### src/rtl/bcd_pkg.sv
// -----------------------------------------------------------------------------
// bcd_pkg
// Shared definitions for the BCD counter family: digit width, the largest
// legal digit value and the digit type, plus the terminal-digit test used by
// every digit slice.
// -----------------------------------------------------------------------------
package bcd_pkg;

    localparam int         DIGIT_W   = 4;
    localparam logic [3:0] DIGIT_MAX = 4'd9;

    typedef logic [DIGIT_W-1:0] bcd_digit_t;

    // A digit is terminal once it has reached 9. Values 10..15 can only appear
    // through a load and are deliberately lumped in with 9, so that they roll
    // over to 0 on their next advance instead of counting up through garbage.
    function automatic logic is_terminal(input bcd_digit_t value);
        return value >= DIGIT_MAX;
    endfunction

endpackage

### src/rtl/bcd_digit.sv
// -----------------------------------------------------------------------------
// bcd_digit
// One BCD digit slice of the up counter: the digit register, its terminal
// detect and the carry out to the next more significant digit.
//
// Ports:
//   clock  in   rising-edge clock
//   reset  in   asynchronous active-high reset, clears q
//   ei     in   carry in: this digit advances on the edge when ei=1
//   ld     in   synchronous load of d, overrides ei
//   d      in   digit load value
//   sat    in   1 = a terminal digit holds instead of wrapping to 0
//   eu     out  carry out, high when this digit and all below it roll over
//   q      out  current digit value
// -----------------------------------------------------------------------------
module bcd_digit
    import bcd_pkg::*;
(
    input  logic       clock,
    input  logic       reset,
    input  logic       ei,
    input  logic       ld,
    input  bcd_digit_t d,
    input  logic       sat,
    output logic       eu,
    output bcd_digit_t q
);

    logic       terminal;
    bcd_digit_t q_next;

    assign terminal = is_terminal(q);

    // The carry is blocked by a load so that a load cycle never looks like a
    // roll-over to the stages above, and by reset so that nothing downstream
    // counts while the chain is being cleared.
    assign eu = ei & ~ld & terminal & ~reset;

    // Next digit value: load first, then advance, otherwise hold. The top
    // level only raises sat when the whole counter is at its ceiling, so a
    // terminal digit below a non-terminal one still wraps normally.
    always_comb begin
        q_next = q;
        if (ld) begin
            q_next = d;
        end else if (ei) begin
            if (terminal) begin
                q_next = sat ? q : '0;
            end else begin
                q_next = q + 4'd1;
            end
        end
    end

    // Digit register, cleared immediately by reset.
    always_ff @(posedge clock or posedge reset) begin
        if (reset) begin
            q <= '0;
        end else begin
            q <= q_next;
        end
    end

endmodule

### src/rtl/bcd_up_counter.sv
// -----------------------------------------------------------------------------
// bcd_up_counter
// N-digit synchronous BCD up counter with enable-in / carry-out chaining.
// Instances cascade by wiring eu of one stage to ei of the next.
//
// Build option:
//   BCD_UP_COUNTER_SAT_EN  defined   -> saturates at all-9 (eu still pulses)
//                          undefined -> wraps from all-9 to all-0
//
// Parameters:
//   DIGITS  number of BCD digits (1..8)
//
// Ports:
//   clock  in   rising-edge clock
//   reset  in   asynchronous active-high reset, q=0 at once
//   ei     in   count enable / carry in
//   ld     in   synchronous parallel load of d, priority over ei
//   d      in   load value, digit 0 in bits [3:0]
//   eu     out  combinational carry out, feeds the next stage's ei
//   q      out  current count, digit 0 in bits [3:0]
// -----------------------------------------------------------------------------
module bcd_up_counter
    import bcd_pkg::*;
#(
    parameter int DIGITS = 4
) (
    input  logic                  clock,
    input  logic                  reset,
    input  logic                  ei,
    input  logic                  ld,
    input  logic [4*DIGITS-1:0]   d,
    output logic                  eu,
    output logic [4*DIGITS-1:0]   q
);

    logic sat;

    // Each digit gets its carry in from the digit below; digit 0 takes the
    // external enable. The carry wires live in their own generate scopes so
    // the ripple is a chain of separate nets rather than one self-dependent
    // vector.
    for (genvar i = 0; i < DIGITS; i++) begin : g_digit
        logic       ei_w;
        logic       eu_w;
        bcd_digit_t q_w;

        if (i == 0) begin : g_first
            assign ei_w = ei;
        end else begin : g_next
            assign ei_w = g_digit[i-1].eu_w;
        end

        bcd_digit u_digit (
            .clock (clock),
            .reset (reset),
            .ei    (ei_w),
            .ld    (ld),
            .d     (d[DIGIT_W*i +: DIGIT_W]),
            .sat   (sat),
            .eu    (eu_w),
            .q     (q_w)
        );

        assign q[DIGIT_W*i +: DIGIT_W] = q_w;
    end

    assign eu = g_digit[DIGITS-1].eu_w;

    // In the saturating build the final carry doubles as the hold request:
    // it is high exactly when an increment would take the counter past
    // all-9, which is the only case where the digits must stay put.
`ifdef BCD_UP_COUNTER_SAT_EN
    assign sat = eu;
`else
    assign sat = 1'b0;
`endif

endmodule

### config.mk
export PLATFORM = sky130hd
export DESIGN_NAME = bcd_up_counter
export DESIGN_NICKNAME = d
export VERILOG_FILES = /design/src/rtl/bcd_pkg.sv /design/src/rtl/bcd_digit.sv /design/src/rtl/bcd_up_counter.sv
export SDC_FILE = /design/constraint.sdc
export NUM_CORES = 1
export LEC_CHECK = 0
export CAP_MARGIN = 20
export CELL_PAD_IN_SITES_DETAIL_PLACEMENT = 0
export CELL_PAD_IN_SITES_GLOBAL_PLACEMENT = 1
export CORE_MARGIN = 8
export CORE_UTILIZATION = 35
export DETAILED_ROUTE_END_ITERATION = 6
export GPL_TIMING_DRIVEN = 0
export PLACE_DENSITY_LB_ADDON = 0.1
export SETUP_SLACK_MARGIN = 0.15
export SYNTH_ARGS = -nofsm -noshare
export SYNTH_HDL_FRONTEND = slang
export SYNTH_HIERARCHICAL = 1
export SYNTH_SLANG_ARGS = --single-unit
export TNS_END_PERCENT = 1
### constraint.sdc
create_clock -name clock -period 3.39 [get_ports clock]
set_clock_uncertainty 0.15 [all_clocks]
set_input_delay 0.5085 -clock clock [delete_from_list [all_inputs] [get_ports clock]]
set_output_delay 0.5085 -clock clock [all_outputs]
set_load 0.01 [all_outputs]
==> results.sh <==
export IMPL_grt_pass1_vias=1293
export IMPL_areaGrowthSynthToFinish_pct=43.87
export IMPL_synth_cells=141
export IMPL_yosysUniqueCellTypes=21
export IMPL_max_cap_violations=0
export IMPL_grtUsageTotal_pct=11.26
export IMPL_core_area_mm2=0.003578
export IMPL_grt_overflow_total=0
export IMPL_antenna_left=0
export IMPL_dpl_cell_area_mm2=0.001712
export IMPL_synth_edf_count=0
export IMPL_synth_top_flop_cell="dfrtp_1"
export IMPL_routabilityCongestion=0.7897
export IMPL_ys_ff_latch=16
export IMPL_multiInputGateArea_um2=829.5
export IMPL_netlist_area_mm2=0.001275
export IMPL_register_area_um2=400.4
export IMPL_fin_crit_ns=3.094
export IMPL_first_pass_iters=4
export IMPL_wire_per_inst_um=13.76
export IMPL_r2r_slack_ns=0.46
export IMPL_crit_type="reg2out"
export IMPL_cts_buffers=3
export IMPL_dp_cells=231
export IMPL_rsz0062_at_grt="true"
export IMPL_fmax_mhz=323.2
export IMPL_muxShareOfSynthArea_pct=0
export IMPL_drv_slew=0
export IMPL_ys_seq_area_share_pct=31.40
export IMPL_fin_tns_setup_ns=0
export IMPL_diodes=0
export IMPL_die_area_mm2=0.005830
export IMPL_clkTransAtPathRegs_ns=0.08
export IMPL_yosysTopAreaCell="dfrtp_1"
export IMPL_fin_crit_sh_pct=91.27
export IMPL_grt_first_pass_wirelength_um=5699
export IMPL_peakVddDrop_v=0.0001321
export IMPL_reg_top3="g_digit.u_digit/q x16"
export IMPL_synth_avg_cell_area_um2=9.042
export IMPL_detail_route_vias_per_cell=5.012
export IMPL_start_util_pct=35.63
export IMPL_h_tree_depth=1
export IMPL_min_path_type="in2async"
export IMPL_ys_top_cells_by_area="dfrtp_1, ha_1, inv_1, a221o_1, and4bb_2"
export IMPL_p_per_area_mw_per_mm2=300.2
export IMPL_crit_path_start_kind="register"
export IMPL_grt_start_max_net_pins=10
export IMPL_synth_top_area_share_pct=31.40
export IMPL_cts_sinks=16
export IMPL_yosysWarnings=6
export IMPL_cts_root_buf="clkbuf_4"
export IMPL_cp_required_ns=2.73
export IMPL_final_common_cell="clkdlybuf4s50_1"
export IMPL_num_vias=1208
export IMPL_crit_arrival_ns=2.44
export IMPL_drc=0
export IMPL_design_area_mm2=0.001834
export IMPL_fp_row_count=22
export IMPL_leakage_nw=0.8378
export IMPL_post_place_ws_ns=-0.9781
export IMPL_drive_above_1_share_pct=19.69
export IMPL_worst_slack_ns=0.2961
export IMPL_synth_compound_gate_area_share_pct=23.16
export IMPL_synth_adder_area_share_pct=11.78
export IMPL_synth_simple_area_share_pct=23.55
export IMPL_antenna_found_initial=0
export IMPL_die_w_um=76.36
export IMPL_most_common_layout_cells="clkdlybuf4s50_1, inv_1, dfrtp_1"
export IMPL_final_cells=241
export IMPL_setup_viol=0
export IMPL_synth_xor_area_share_pct=0
export IMPL_drt_iter0_markers=58
export IMPL_clk_insertion_delay_late_ns=0.27
export IMPL_async_reset_ff_share_pct=100.0
export IMPL_cts_buffer_depth=2
export IMPL_place_hpwl_um=2644
export IMPL_hold_viol=0
export IMPL_wl_um=3316
export IMPL_synth_top_family_by_area="simple AND/OR/NAND/NOR gates"
export IMPL_outcome="finished clean"
export IMPL_regMostFlops="g_digit.u_digit/q"
export IMPL_cp_max_fo=5
export IMPL_nFillCells=364
export IMPL_largest_reg_flops=16
export IMPL_tritoncts="done"
export IMPL_die_y_um=76.36
export IMPL_final_nets=227
export IMPL_ios=37
export IMPL_endpoint_kind="output pin"
export IMPL_port_buffers=35
-- kinds of logic (layout without fill, tap and decap cells) --
logic type,after synthesis,count (layout)
AO/OA/AOI/OAI,36,36
adder cells (fa/ha/maj),12,12
buffers and inverters,32,77
flip-flops,16,16
AND/OR/NAND/NOR,44,44
other,1,8
-- synthesized netlist by cell type, drive strengths merged (8+ instances only) --
master / n
inv: 28
dfrtp: 16
ha: 12
a221o: 8
nand2: 8
nor3: 8
nor4: 8
-- where the power goes --
| group | internal [mW] | leakage [nW] | switching (mW) |
|---|---|---|---|
| registers | 0.212 | 0.190 | 0.0320 |
| logic | 0.121 | 0.634 | 0.0956 |
| clock network | 0.0410 | 0.0138 | 0.0494 |
| total | 0.374 | 0.838 | 0.177 |
-- through the flow --
step	power [mW]	utilization, %	hold WS, ns
2_1_floorplan	0.3488	-	0.1246
3_3_place_gp	0.4373	47.83	0.5409
3_5_place_dp	0.4442	47.83	0.5661
4_1_cts	0.5486	50.28	0.3271
5_1_grt	0.5913	51.26	0.3313
6_report	0.5507	51.26	0.3206
-- cell type report --
cell class / count / area share [%]
multi-input cells: 100 / 45.23
flip-flops and latches: 16 / 21.83
repair buffers: 42 / 21.62
inverters: 28 / 5.730
well taps: 48 / 3.274
clock buffers: 3 / 1.228
plain buffers: 4 / 1.091
-- worst max-delay path: stages (launching register included) --
cell	delay, ns
dfrtp_1	0.39
inv_2	0.07
ha_4	0.15
or3b_4	0.26
nand2_4	0.06
nor3_4	0.24
nand2b_1	0.16
nor3_4	0.15
nand2b_1	0.13
nor3_4	0.14
nand2b_1	0.10
nor3_1	0.16
buf_2	0.15
-- final timing paths --
check | from | to | depth (start not counted)
min | reset | g_digit[2].u_digit/q[2]$_DFFE_PP0P_ | 2
max in group asynchronous | reset | g_digit[1].u_digit/q[3]$_DFFE_PP0P_ | 2
max | g_digit[0].u_digit/q[0]$_DFFE_PP0P_ | eu | 12
min reg2reg | g_digit[1].u_digit/q[0]$_DFFE_PP0P_ | g_digit[1].u_digit/q[0]$_DFFE_PP0P_ | 2
max reg2reg | g_digit[0].u_digit/q[0]$_DFFE_PP0P_ | g_digit[3].u_digit/q[0]$_DFFE_PP0P_ | 13
min in group clock | ld | g_digit[3].u_digit/q[1]$_DFFE_PP0P_ | 2
-- layer usage --
metal,GRT usage [%],vias to the layer above,part of all wire (%)
met1,12.98,572,45
met3,2.241,2,3.9
met2,20.31,21,50
li1,-,613,-
met4,3.269,0,0.36
met5,0,-,0
-- repair_timing --
item                                    CTS  global route
hold buffers                              0             0
pin swaps                                 3             5
endpoints found under the hold margin     0             0
resized for setup                        11             6
endpoints found under the setup margin    5             4
gates cloned                              0             0
buffers inserted                          5             2
No activity file was read; power rests on OpenSTA's default activity.
